`src/rtl/alu_pkg.sv`:
```
// Shared encodings for the EX-stage ALU controller and MDU.
// ALU codes, alu_op classes, funct values and MDU state/op enums.
package alu_pkg;

  localparam logic [3:0] ALU_AND  = 4'b0000;
  localparam logic [3:0] ALU_OR   = 4'b0001;
  localparam logic [3:0] ALU_ADD  = 4'b0010;
  localparam logic [3:0] ALU_XOR  = 4'b0011;
  localparam logic [3:0] ALU_SUB  = 4'b0110;
  localparam logic [3:0] ALU_SLT  = 4'b0111;
  localparam logic [3:0] ALU_SLTU = 4'b1000;
  localparam logic [3:0] ALU_SLL  = 4'b1001;
  localparam logic [3:0] ALU_SRL  = 4'b1010;
  localparam logic [3:0] ALU_SRA  = 4'b1011;
  localparam logic [3:0] ALU_NOR  = 4'b1100;

  localparam logic [1:0] AOP_MEM   = 2'b00;
  localparam logic [1:0] AOP_BR    = 2'b01;
  localparam logic [1:0] AOP_RTYPE = 2'b10;

  localparam logic [5:0] F_ADD   = 6'b100000;
  localparam logic [5:0] F_ADDU  = 6'b100001;
  localparam logic [5:0] F_SUB   = 6'b100010;
  localparam logic [5:0] F_SUBU  = 6'b100011;
  localparam logic [5:0] F_AND   = 6'b100100;
  localparam logic [5:0] F_OR    = 6'b100101;
  localparam logic [5:0] F_XOR   = 6'b100110;
  localparam logic [5:0] F_NOR   = 6'b100111;
  localparam logic [5:0] F_SLT   = 6'b101010;
  localparam logic [5:0] F_SLTU  = 6'b101011;
  localparam logic [5:0] F_SLL   = 6'b000000;
  localparam logic [5:0] F_SRL   = 6'b000010;
  localparam logic [5:0] F_SRA   = 6'b000011;
  localparam logic [5:0] F_MULT  = 6'b011000;
  localparam logic [5:0] F_MULTU = 6'b011001;
  localparam logic [5:0] F_DIV   = 6'b011010;
  localparam logic [5:0] F_DIVU  = 6'b011011;
  localparam logic [5:0] F_MFHI  = 6'b010000;
  localparam logic [5:0] F_MTHI  = 6'b010001;
  localparam logic [5:0] F_MFLO  = 6'b010010;
  localparam logic [5:0] F_MTLO  = 6'b010011;

  typedef enum logic [1:0] {
    IDLE,
    RUN,
    FIX
  } mdu_state_t;

  typedef enum logic [1:0] {
    MDU_MULT,
    MDU_MULTU,
    MDU_DIV,
    MDU_DIVU
  } mdu_op_t;

endpackage

```
`src/rtl/mdu_core.sv`:
```
// Iterative shift-add multiplier / restoring divider with HI/LO.
// Divider datapath present only when MDU_DIV_EN is defined.
module mdu_core
  import alu_pkg::*;
#(
  parameter int WIDTH = 32
) (
  input  logic             clk,
  input  logic             rst,
  input  logic             flush,
  input  logic             start,
  input  mdu_op_t          op,
  input  logic             wr_hi,
  input  logic             wr_lo,
  input  logic [WIDTH-1:0] a,
  input  logic [WIDTH-1:0] b,
  output logic [WIDTH-1:0] hi,
  output logic [WIDTH-1:0] lo,
  output logic             busy
);

  localparam int CW = $clog2(WIDTH);

  mdu_state_t       state;
  logic [CW-1:0]    cnt;
  logic [WIDTH-1:0] p_hi;
  logic [WIDTH-1:0] p_lo;
  logic [WIDTH-1:0] mcand;
  logic             neg_q;

  logic             sgn;
  logic             a_neg;
  logic             b_neg;
  logic [WIDTH-1:0] a_mag;
  logic [WIDTH-1:0] b_mag;
  logic [WIDTH:0]   mul_sum;
  logic [WIDTH-1:0] step_hi;
  logic [WIDTH-1:0] step_lo;
  logic [2*WIDTH-1:0] prod;
  logic [WIDTH-1:0] res_hi;
  logic [WIDTH-1:0] res_lo;

`ifdef MDU_DIV_EN
  logic             is_div;
  logic             neg_r;
  logic             div0;
  logic [WIDTH:0]   r_sh;
  logic [WIDTH:0]   r_sub;
  logic             ge;
  logic             op_div;
  assign op_div = (op == MDU_DIV) || (op == MDU_DIVU);
  assign sgn = (op == MDU_MULT) || (op == MDU_DIV);
`else
  assign sgn = (op == MDU_MULT);
`endif

  assign a_neg = sgn & a[WIDTH-1];
  assign b_neg = sgn & b[WIDTH-1];
  assign a_mag = a_neg ? -a : a;
  assign b_mag = b_neg ? -b : b;

  // One iteration step and the final sign correction.
  always_comb begin
    mul_sum = {1'b0, p_hi} + (p_lo[0] ? {1'b0, mcand} : '0);
    step_hi = mul_sum[WIDTH:1];
    step_lo = {mul_sum[0], p_lo[WIDTH-1:1]};
    prod    = {p_hi, p_lo};
    if (neg_q) prod = -prod;
    res_hi  = prod[2*WIDTH-1:WIDTH];
    res_lo  = prod[WIDTH-1:0];
`ifdef MDU_DIV_EN
    r_sh  = {p_hi, p_lo[WIDTH-1]};
    r_sub = r_sh - {1'b0, mcand};
    ge    = (r_sh >= {1'b0, mcand});
    if (is_div) begin
      step_hi = ge ? r_sub[WIDTH-1:0] : r_sh[WIDTH-1:0];
      step_lo = {p_lo[WIDTH-2:0], ge};
      res_hi  = neg_r ? -p_hi : p_hi;
      res_lo  = div0 ? '1 : (neg_q ? -p_lo : p_lo);
    end
`endif
  end

  // MDU sequencer: IDLE -> RUN (WIDTH steps) -> FIX -> IDLE.
  always_ff @(posedge clk or posedge rst) begin
    if (rst) begin
      state <= IDLE;
      cnt   <= '0;
      p_hi  <= '0;
      p_lo  <= '0;
      mcand <= '0;
      neg_q <= 1'b0;
      hi    <= '0;
      lo    <= '0;
      busy  <= 1'b0;
`ifdef MDU_DIV_EN
      is_div <= 1'b0;
      neg_r  <= 1'b0;
      div0   <= 1'b0;
`endif
    end else if (flush) begin
      state <= IDLE;
      cnt   <= '0;
      busy  <= 1'b0;
    end else begin
      unique case (state)
        IDLE: begin
          if (start) begin
            state <= RUN;
            busy  <= 1'b1;
            cnt   <= CW'(WIDTH - 1);
            p_hi  <= '0;
            neg_q <= a_neg ^ b_neg;
            p_lo  <= b_mag;
            mcand <= a_mag;
`ifdef MDU_DIV_EN
            is_div <= op_div;
            neg_r  <= a_neg;
            div0   <= (b == '0);
            if (op_div) begin
              p_lo  <= a_mag;
              mcand <= b_mag;
            end
`endif
          end else begin
            if (wr_hi) hi <= a;
            if (wr_lo) lo <= a;
          end
        end
        RUN: begin
          p_hi <= step_hi;
          p_lo <= step_lo;
          if (cnt == '0) state <= FIX;
          else cnt <= cnt - 1'b1;
        end
        FIX: begin
          hi    <= res_hi;
          lo    <= res_lo;
          state <= IDLE;
          busy  <= 1'b0;
        end
        default: begin
          state <= IDLE;
          busy  <= 1'b0;
        end
      endcase
    end
  end

endmodule

```
`src/rtl/alu_mdu_ctrl.sv`:
```
// EX-stage ALU control decode, MDU stall and HI/LO read mux.
// Define MDU_DIV_EN to include div/divu support.
module alu_mdu_ctrl
  import alu_pkg::*;
#(
  parameter int WIDTH  = 32,
  parameter int CTRL_W = 4
) (
  input  logic              clk,
  input  logic              rst,
  input  logic              valid_in,
  input  logic              flush,
  input  logic [1:0]        alu_op,
  input  logic [5:0]        funct,
  input  logic [WIDTH-1:0]  rs_val,
  input  logic [WIDTH-1:0]  rt_val,
  output logic [CTRL_W-1:0] alu_ctrl,
  output logic              mdu_sel,
  output logic [WIDTH-1:0]  mdu_rdata,
  output logic              stall,
  output logic              mdu_busy,
  output logic              illegal
);

  logic       is_mdu;
  logic       is_start;
  logic       d_wr_hi;
  logic       d_wr_lo;
  logic       rd_hi;
  logic       rd_lo;
  mdu_op_t    mop;
  logic [3:0] code;
  logic [WIDTH-1:0] hi;
  logic [WIDTH-1:0] lo;
  logic       start;
  logic       wr_ok;

  // Decode alu_op/funct into ALU code and MDU request class.
  always_comb begin
    code     = ALU_AND;
    illegal  = 1'b0;
    is_mdu   = 1'b0;
    is_start = 1'b0;
    d_wr_hi  = 1'b0;
    d_wr_lo  = 1'b0;
    rd_hi    = 1'b0;
    rd_lo    = 1'b0;
    mop      = MDU_MULT;
    unique case (alu_op)
      AOP_MEM: code = ALU_ADD;
      AOP_BR:  code = ALU_SUB;
      AOP_RTYPE: begin
        unique case (funct)
          F_ADD, F_ADDU: code = ALU_ADD;
          F_SUB, F_SUBU: code = ALU_SUB;
          F_AND:  code = ALU_AND;
          F_OR:   code = ALU_OR;
          F_XOR:  code = ALU_XOR;
          F_NOR:  code = ALU_NOR;
          F_SLT:  code = ALU_SLT;
          F_SLTU: code = ALU_SLTU;
          F_SLL:  code = ALU_SLL;
          F_SRL:  code = ALU_SRL;
          F_SRA:  code = ALU_SRA;
          F_MULT: begin
            is_mdu   = 1'b1;
            is_start = 1'b1;
            mop      = MDU_MULT;
          end
          F_MULTU: begin
            is_mdu   = 1'b1;
            is_start = 1'b1;
            mop      = MDU_MULTU;
          end
`ifdef MDU_DIV_EN
          F_DIV: begin
            is_mdu   = 1'b1;
            is_start = 1'b1;
            mop      = MDU_DIV;
          end
          F_DIVU: begin
            is_mdu   = 1'b1;
            is_start = 1'b1;
            mop      = MDU_DIVU;
          end
`endif
          F_MFHI: begin
            is_mdu = 1'b1;
            rd_hi  = 1'b1;
          end
          F_MTHI: begin
            is_mdu  = 1'b1;
            d_wr_hi = 1'b1;
          end
          F_MFLO: begin
            is_mdu = 1'b1;
            rd_lo  = 1'b1;
          end
          F_MTLO: begin
            is_mdu  = 1'b1;
            d_wr_lo = 1'b1;
          end
          default: illegal = 1'b1;
        endcase
      end
      default: illegal = 1'b1;
    endcase
  end

  assign alu_ctrl  = CTRL_W'(code);
  assign mdu_sel   = rd_hi | rd_lo;
  assign mdu_rdata = rd_hi ? hi : (rd_lo ? lo : '0);
  assign stall     = valid_in & mdu_busy & is_mdu;
  assign wr_ok     = valid_in & ~mdu_busy & ~flush;
  assign start     = wr_ok & is_start;

  mdu_core #(
    .WIDTH (WIDTH)
  ) u_mdu (
    .clk   (clk),
    .rst   (rst),
    .flush (flush),
    .start (start),
    .op    (mop),
    .wr_hi (wr_ok & d_wr_hi),
    .wr_lo (wr_ok & d_wr_lo),
    .a     (rs_val),
    .b     (rt_val),
    .hi    (hi),
    .lo    (lo),
    .busy  (mdu_busy)
  );

endmodule
```
`config.mk`:
```
export PLATFORM = sky130hd
export DESIGN_NAME = alu_mdu_ctrl
export DESIGN_NICKNAME = d
export VERILOG_FILES = /design/src/rtl/alu_pkg.sv /design/src/rtl/mdu_core.sv /design/src/rtl/alu_mdu_ctrl.sv
export SDC_FILE = /design/constraint.sdc
export NUM_CORES = 1
export LEC_CHECK = 0
export CAP_MARGIN = 0
export CORE_ASPECT_RATIO = 0.75
export CORE_MARGIN = 2
export CORE_UTILIZATION = 50
export DETAILED_ROUTE_END_ITERATION = 8
export PLACE_DENSITY_LB_ADDON = 0.05
export SETUP_SLACK_MARGIN = 0.4
export SLEW_MARGIN = 20
export SYNTH_ARGS = -nofsm -noshare
export SYNTH_HDL_FRONTEND = slang
export SYNTH_SLANG_ARGS = --single-unit
export TNS_END_PERCENT = 5
```
`constraint.sdc`:
```
create_clock -name clk -period 5.2 [get_ports clk]
set_input_delay 1.04 -clock clk [delete_from_list [all_inputs] [get_ports clk]]
set_output_delay 1.04 -clock clk [all_outputs]
set_load 0.01 [all_outputs]
```
==> metrics.yaml, run 1 <==
status: "finished, final reports clean"
min_period_ns: 4.40
clockBufferDepth: 2
worstSetupPathType: "in -> out"
drc_errors: 0
ys_warn_count: 0
syn_area_sq_um: 12000
clk_latency_ns: 0.45
synth_top_family_by_area: "compound AO/OA/AOI/OAI gates"
initial_utilization: 0.504
p_per_area_nw_per_um2: 262
slowest_stage: "clkdlybuf4s50_1"
die_w_microns: 183
hold_viol: 0
worst_pin_slew_ns: 0.939
globalplace.congestion: 0.905
clk_pin_slew_worst_paths_ns: 0.06
grt_start_max_net_pins: 109
netlist_top_cells_area: "dfrtp_1, xnor2_1, nor2_1"
synth_top_area_share: 0.353
cts_tree: "yes"
fillers: 2231
area_delta_synth_final_pct: 16.8
firstDrtPassIters: 5
synth-xor-area-share: 0.103
period_share: 0.846
track_usage: 0.296
final_nets: 1652
cts.root.buffer_cell: "clkbuf_16"
synth_compound_area_frac: 0.245
stdcell_count: 1857
critPathMaxStageDelay_ns: 0.54
wl_per_cell_microns: 19.8
n_antenna_cell: 0
async_reset_ff_frac: 1.00
setup-tns-final_ns: 0
route.antenna.remaining_nets: 0
dp_hpwl_microns: 27300
row_count: 49
final_cell_mix: "nor2_1, nand2_1, dfrtp_1, o21ai_0, a21oi_1"
viasPerCell: 5.99
clock.fmax_mhz: 227
grt_pass1_vias: 10245
synth-seq-area-share: 0.353
cts_sinks: 169
layout-drive-gt1-share: 0.0580
slew_headroom: 0.372
hp-class: "reg -> reg"
hold_ws_ns: 0.480
synth_area_per_cell_sq_um: 8.15
overflow: 0
h-tree-depth: 4
cts_made_buffers: 17
peakVddDrop_uv: 309
syn-instance-count: 1472
synth_nets: 1586
synth_ff_type: "dfrtp_1"
cp_common_cell: "clkdlybuf4s50_1"
finalMaxSlewViolations: 0
drtIter0Drc: 1038
setup_viol: 0
grt_first_pass_wirelength_microns: 58300
dieHeight_microns: 138
holdBufCountCts: 0
drt_wl_total_microns: 36800
dieArea_sq_um: 25300
cap_violations: 0
crit_required_ns: 4.16
core_sq_um: 23800
finClkSkew_ns: 0.0114
yosys.area.top_type: "dfrtp_1"
p_leak_nw: 6.14
crit_path_end_kind: "primary output"
crit_arrival_ns: 3.36
synth-edff-count: 0
rsz0062_at_grt: "no"
antenna_found_initial: 0
vias: 11117
yosys.area_share.simple: 0.211
yosys-mux-area-fraction: 0.0121
crit_fanout: 18
ios: 116
final_common_cell: "nor2_1"
synth_cell_type_count: 68
io_buffers: 115
dpl.cell_count: 1825
ys_ff_latch: 169
crit_path_cell_trace: "clkdlybuf4s50_1 -> nor2b_1 -> nand2_1 -> nor3_4 -> buf_6 -> a22o_1 -> clkdlybuf4s50_1"
yosys.area_share.adder: 0.0403
worst_setup_path_start_kind: "input pin"
-- registers in the layout (all words and copies together), names as in the netlist --
register     cells
u_mdu.neg_q      1
u_mdu.busy       1
u_mdu.p_hi      32
u_mdu.p_lo      32
u_mdu.hi        32
u_mdu.cnt        5
u_mdu.lo        32
u_mdu.mcand     32
u_mdu.state      2
-- power by group --
part / internal [mW] / switching, mW
sequential: 1.37 / 0.0596
clock: 0.731 / 0.590
combinational: 0.403 / 0.514
-- cell type report --
class                           count  area [sq um]  share of cell area
Multi-Input combinational cell   1187          7370               0.526
Sequential cell                   169          4230               0.302
Timing Repair Buffer              135          1320              0.0944
Clock buffer                       18           439              0.0313
Tap cell                          306           383              0.0273
Clock inverter                     14           159              0.0113
Inverter                           28           109             0.00777
-- Yosys cell counts, types with 16 or more instances --
cell	number
a21o_1	16
a21oi_1	117
a22o_1	34
and2_1	35
clkbuf_1	76
dfrtp_1	169
ha_1	37
inv_1	28
nand2_1	170
nand2b_1	19
nand3_1	20
nor2_1	180
nor3_1	23
o21ai_0	125
o31ai_1	78
o41ai_1	16
xnor2_1	83
xor2_1	58
-- critical path, delay by kind of cell --
kind | cells | cell delay (ns)
simple gates | 3 | 0.83
buf+inv | 3 | 1.29
compound gates | 1 | 0.18
-- metrics by stage --
stage / setup WS, ns / util / total power, mW / instance area, sq um
2_1_floorplan: 1.29 / - / 2.08 / 12000
3_3_place_gp: 0.412 / 0.563 / 2.35 / 13400
3_5_place_dp: 0.336 / 0.563 / 2.36 / 13400
4_1_cts: 0.453 / 0.588 / 3.68 / 14000
5_1_grt: 0.583 / 0.589 / 3.84 / 14000
6_report: 0.799 / 0.589 / 3.67 / 14000
-- cell families after synthesis --
group           after synthesis
xor+xnor                    141
simple gates                537
compound gates              457
mux                          14
fa+ha+maj                    38
flops                       169
buf+inv                     116
-- timing repair --
action	in CTS	in global routing
gates resized for setup	1	5
setup buffers	0	0
setup endpoints to repair	18	32
hold endpoints to repair	0	0
-- path summary, 6_finish.rpt --
kind | startpoint | endpoint | slack (ns) | depth (start not counted)
min in group asynchronous | rst | u_mdu.cnt[2] | 1.03 | 2
max reg2reg | u_mdu.p_lo[0] | u_mdu.p_hi[30] | 1.13 | 11
max in group asynchronous | rst | u_mdu.neg_q | 3.17 | 3
min reg2reg | u_mdu.lo[22] | u_mdu.lo[22] | 0.48 | 2
min | u_mdu.lo[22] | u_mdu.lo[22] | 0.48 | 2
max | alu_op[1] | mdu_rdata[1] | 0.80 | 7
-- metal layers --
layer	vias to the layer above	wire length (microns)	global-route usage
met2	388	15800	0.432
li1	5372	-	-
met4	0	727	0.0783
met5	-	0	0
met3	48	2740	0.0566
met1	5309	17500	0.450
Note: power is estimated with default switching activity, not from simulation.
==> run 2: changes to the inputs <==
Clock period 5.2 ns to 3.7 ns, I/O delays scaled along.
==> run 2 against run 1 <==
  * Sequential power up 41%
  * Clock skew down 0.00069 ns
  * Global-route usage increased by 1.0 points
  * Via count is 5.5% higher
  * Non-clock buffer count is 89 higher
  * Clock-buffer cell count fell by 1
  * Critical path type is now reg -> reg
  * Critical endpoint is now u_mdu.p_hi[30]
  * Highest routed layer unchanged
==> metrics.yaml, run 2 (same netlist as run 1, synthesis figures left out) <==
seq_power_share: 0.380  # -0.010
crit_required_ns: 4.08  # -0.08 ns
globalplace.congestion: 0.964  # +6.4%
holdBufCountCts: 0  # unchanged
cts.root.buffer_cell: "clkbuf_16"
drtIter0Drc: 1122  # +8.1%
layout-drive-gt1-share: 0.131  # +0.0732
worstSetupPathType: "reg -> reg"
slew_headroom: 0.451  # +0.0795
multi_input_area_sq_um: 7540  # +2.3%
crit_fanout: 20  # +2
final_core_utilization: 0.631  # +0.0416
cts_tree: "yes"
globalRouteMet2Util: 0.451  # +0.0192
p_sw_mw: 1.68  # +44%
combPwrFrac: 0.256  # +0.006
final_cell_mix: "nor2_1, nand2_1, dfrtp_1, o21ai_0, a21oi_1"
n_antenna_cell: 0  # unchanged
dieArea_sq_um: 25300  # unchanged
fillers: 2122  # -4.9%
rsz0062_at_grt: "yes"
crit_path_end_kind: "register"
finClkSkew_ns: 0.0107  # -0.000688 ns
wl_per_cell_microns: 20.1  # +1.5%
use_met1: 0.464  # +0.0142
ios: 116  # unchanged
drt_wl_total_microns: 39100  # +6.4%
initial_utilization: 0.504  # unchanged
fin_ws_ns: 0.368  # -0.431 ns
min_period_ns: 3.33
dieHeight_microns: 138  # unchanged
firstDrtPassIters: 5  # unchanged
core_sq_um: 23800  # unchanged
setup_viol: 0  # unchanged
cap_violations: 0  # unchanged
final_common_cell: "nor2_1"
p_clk_frac: 0.364  # +0.004
cts_sinks: 169  # unchanged
status: "finished, final reports clean"
total_power_mw: 5.30  # +44%
row_count: 49  # unchanged
power.share.switching: 0.317  # about the same
p_leak_nw: 6.72  # +9.5%
drc_errors: 0  # unchanged
regArea_sq_um: 4230  # about the same
crit_arrival_ns: 3.71  # +0.35 ns
antenna_found_initial: 0  # unchanged
grt_start_max_net_pins: 100  # -8.3%
route.antenna.remaining_nets: 0  # unchanged
grt_first_pass_wirelength_microns: 60400  # +3.7%
h-tree-depth: 4  # unchanged
grt-busiest-layer: "met1"
io_buffers: 115  # unchanged
period_share: 0.901
die_w_microns: 183  # unchanged
final_nets: 1741  # +5.4%
dp_hpwl_microns: 28600  # +4.6%
clk_pin_slew_worst_paths_ns: 0.07  # about the same
finalMaxSlewViolations: 0  # unchanged
clk_latency_ns: 0.45  # about the same
p_per_area_nw_per_um2: 353  # +35%
cts_made_buffers: 17  # unchanged
vias: 11728  # +5.5%
worst_setup_path_start_kind: "register"
overflow: 0  # unchanged
worst_pin_slew_ns: 0.823  # -0.116 ns
peakVddDrop_uv: 361  # +17%
detailedPlace.worstSlack_ns: -0.170  # -0.507 ns
met3_usage: 0.0609  # +0.00421
clock.fmax_mhz: 300
area_delta_synth_final_pct: 25.1
hp-class: "reg -> reg"
clockBufferDepth: 2  # unchanged
grt_pass1_vias: 10665  # +4.1%
track_usage: 0.306  # +0.0101
intPower_mw: 3.62  # +45%
hold_viol: 0  # unchanged
viasPerCell: 6.03  # +0.72%
-- run 2: cell types whose count changed in the layout (fill, tap and decap cells not counted), sizes merged, moves of 2 or more --
cell,delta
buf,+89
clkdlybuf4s15,+24
clkdlybuf4s50,-38
clkinv,-2
dlygate4sd2,+13
-- run 2: per-stage QoR --
step	cells	hold slack [ns]	TNS [ns]	area, sq um
floorplan	1472	0.449	0	12000
global placement	1894	0.469	-1.30	14000
detailed placement	1894	0.466	-3.23	14000
CTS	1940	0.481	0	14800
global route	1945	0.516	0	15000
finish	1945	0.483	0	15000
-- run 2: path summary, 6_finish.rpt --
| path | start | endpoint | slack, ns | depth (start not counted) |
|---|---|---|---|---|
| setup reg to reg | u_mdu.p_lo[0] | u_mdu.p_hi[30] | 0.37 | 14 |
| min in group asynchronous | rst | u_mdu.lo[17] | 0.67 | 2 |
| max in group asynchronous | rst | u_mdu.p_lo[0] | 2.25 | 3 |
| setup / recovery | u_mdu.p_lo[0] | u_mdu.p_hi[30] | 0.37 | 14 |
| hold / removal | u_mdu.hi[30] | u_mdu.hi[30] | 0.48 | 2 |
| hold reg to reg | u_mdu.hi[30] | u_mdu.hi[30] | 0.48 | 2 |
-- run 2: final cells by class --
| class | count | area share |
|---|---|---|
| inverters | 28 | 0.00726 |
| repair buffers | 224 | 0.142 |
| clock buffers | 17 | 0.0284 |
| well taps | 306 | 0.0255 |
| clock inverters | 14 | 0.0123 |
| flip-flops and latches | 169 | 0.282 |
| multi-input cells | 1187 | 0.503 |
-- run 2: metal layers --
metal | up-vias | wire length [microns]
met3 | 45 | 3050
met1 | 5704 | 18300
met4 | 0 | 589
met2 | 426 | 17200
met5 | - | 0
li1 | 5553 | -
-- run 2: what timing repair did --
item | CTS | global route
buffers inserted | 12 | 5
gates resized for setup | 95 | 34
cloned | 3 | 0
endpoints found under the setup margin | 50 | 56
pin swaps | 2 | 16
-- run 2: critical path, stage by stage, from the launching register on --
cell and delay (ns):
dfrtp_2 0.49, buf_6 0.19, and2_1 0.17, ha_2 0.38, inv_1 0.09, o21bai_1 0.21
a2111oi_2 0.10, nor3_1 0.23, a211oi_2 0.08, buf_4 0.16, a2111oi_4 0.37, buf_4 0.17
nor2_1 0.04, or4_1 0.47, nand3_1 0.10
-- run 2: power by group through the flow --
stage | combinational (mW) | sequential (mW) | clock (mW)
final | 1.36 | 2.01 | 1.93
after CTS | 1.33 | 2.01 | 1.93
after global placement | 1.30 | 2.05 | 0
after detailed placement | 1.32 | 2.05 | 0
after floorplan | 0.925 | 2.00 | 0
after global routing | 1.48 | 2.02 | 2.01
==> run 3: changes to the inputs <==
Settings changed: SLEW_MARGIN 20 to 30, TNS_END_PERCENT 5 to 10.
==> run 3 against run 2 <==
  * Final cell count stayed put
  * Worst hold slack better by 0.0037 ns
  * Final area is 0.47% higher
  * Critical path depth is 1 lower
  * Critical path type is now in -> out
  * Largest power group unchanged
  * Highest routed layer unchanged
==> metrics.yaml, run 3 (same netlist as run 1, synthesis figures left out) <==
h-tree-depth: 4  # unchanged
cap_violations: 0  # unchanged
area_delta_synth_final_pct: 25.7
cts_sinks: 169  # unchanged
wl_per_cell_microns: 20.2  # +0.26%
dieArea_sq_um: 25300  # unchanged
track_usage: 0.306  # unchanged
hold_ws_ns: 0.487  # +0.00367 ns
vias: 11669  # -0.50%
crit_required_ns: 2.96  # -1.12 ns
critPathMaxStageDelay_ns: 0.25  # -0.24 ns
antenna_found_initial: 0  # unchanged
finalMaxSlewViolations: 0  # unchanged
min_period_ns: 3.32  # -0.0131 ns
setup-tns-final_ns: 0  # unchanged
drt_wl_total_microns: 39200  # +0.26%
clk_latency_ns: 0.44  # about the same
peakVddDrop_uv: 356  # -1.2%
holdPathStages: 2  # unchanged
crit_fanout: 2  # -90%
rsz0062_at_grt: "yes"
slowest_stage: "dlygate4sd2_1"
layout-drive-gt1-share: 0.137  # +0.00610
status: "finished, final reports clean"
io_buffers: 115  # unchanged
dieHeight_microns: 138  # unchanged
finClkSkew_ns: 0.0103  # -0.000430 ns
core_sq_um: 23800  # unchanged
initial_utilization: 0.504  # unchanged
worst_pin_slew_ns: 0.842  # +0.0191 ns
final_cell_mix: "nor2_1, nand2_1, dfrtp_1, o21ai_0, a21oi_1"
period_share: 0.897  # -0.00355
crit_path_cell_trace: "dlygate4sd2_1 -> nor3b_4 -> buf_4 -> buf_4 -> buf_4 -> buf_6 -> buf_4 -> buf_4 -> buf_4 -> buf_4 -> buf_6 -> o2111a_1 -> buf_2"
worstSetupPathType: "in -> out"
ff2ff_path_depth: 11  # -3
slew_headroom: 0.439  # -0.0127
dpl.cell_count: 1894  # unchanged
final_nets: 1741  # unchanged
die_w_microns: 183  # unchanged
grt_pass1_vias: 10665  # unchanged
p_per_area_nw_per_um2: 351  # -0.56%
p_leak_nw: 6.71  # -0.17%
cts_made_buffers: 17  # unchanged
viasPerCell: 6.00  # -0.50%
firstDrtPassIters: 6  # +1
row_count: 49  # unchanged
overflow: 0  # unchanged
min_to: "u_mdu.lo[22]"
grt_start_max_net_pins: 100  # unchanged
hold_viol: 0  # unchanged
cts.root.buffer_cell: "clkbuf_16"
drc_errors: 0  # unchanged
final_common_cell: "nor2_1"
clock.fmax_mhz: 301  # +0.40%
stdcell_count: 1945  # unchanged
holdBufCountCts: 0  # unchanged
setup_viol: 0  # unchanged
n_antenna_cell: 0  # unchanged
r2r_start: "u_mdu.p_lo[0]"
globalplace.congestion: 0.964  # unchanged
crit_path_end_kind: "primary output"
ios: 116  # unchanged
hold_path.startpoint: "u_mdu.lo[22]"
clk_pin_slew_worst_paths_ns: 0.07  # about the same
drtIter0Drc: 1237  # +10%
crit_arrival_ns: 2.58  # -1.13 ns
hp-class: "reg -> reg"
r2r_setup_slack_ns: 0.44  # +0.07 ns
cp_common_cell: "buf_4"
clockBufferDepth: 2  # unchanged
route.antenna.remaining_nets: 0  # unchanged
grt_first_pass_wirelength_microns: 60400  # unchanged
worst_setup_path_start_kind: "input pin"
timing.rr.end: "u_mdu.hi[30]"
dp_hpwl_microns: 28600  # unchanged
total_power_mw: 5.29  # about the same
cts_tree: "yes"
final_core_utilization: 0.633  # +0.00295
[run 3: cell counts in the layout (fill, tap and decap cells not counted)]
No cell type changed its count.
[run 3: how the worst max path moves through the flow]
stage | slack [ns] | start | cells after the start | to
after floorplan | 0.39 | funct[2] | 7 | mdu_rdata[10]
after global routing | 0.31 | u_mdu.p_lo[0] | 13 | u_mdu.hi[12]
final | 0.38 | funct[4] | 13 | stall
after global placement | -0.05 | funct[2] | 8 | mdu_rdata[25]
after CTS | 0.34 | alu_op[1] | 9 | mdu_rdata[5]
after detailed placement | -0.17 | funct[2] | 8 | mdu_rdata[28]
[run 3: area by class of cell]
cell class                 instances  area [sq um]
clock buffer                      17           425
clock inverter                    14           184
inverter                          28           109
multi-input combinational       1187          7610
fill                            2109          8720
tap                              306           383
sequential                       169          4230
timing repair buffer             224          2130
[run 3: what timing repair did]
item | in CTS | in global routing
pin swaps | 2 | 20
hold endpoints to repair | 0 | 0
setup endpoints to repair | 50 | 56
setup buffers | 12 | 5
gates cloned | 3 | 0
gates resized for setup | 95 | 47
[run 3: through the flow]
step | setup slack (ns) | instance area, sq um
global route | 0.312 | 15100
finish | 0.381 | 15100
floorplan | 0.392 | 12000
detailed placement | -0.170 | 14000
CTS | 0.340 | 14800
global placement | -0.0549 | 14000
[run 3: per-layer routing]
layer	GRT usage	wire (microns)	up-vias
li1	-	-	5543
met1	0.464	18300	5653
met2	0.451	17200	431
met3	0.0609	3020	42
met4	0.0699	677	0
met5	0	0	-
[run 3: critical path, delay by kind of cell]
| kind | cells | cell delay, ns |
|---|---|---|
| compound gates | 1 | 0.24 |
| simple gates | 1 | 0.15 |
| buf+inv | 11 | 1.46 |
[run 3: power by group]
group / total, mW / switching, mW / internal (mW)
Clock: 1.92 / 0.844 / 1.08
Combinational: 1.36 / 0.743 / 0.617
Sequential: 2.01 / 0.0892 / 1.92
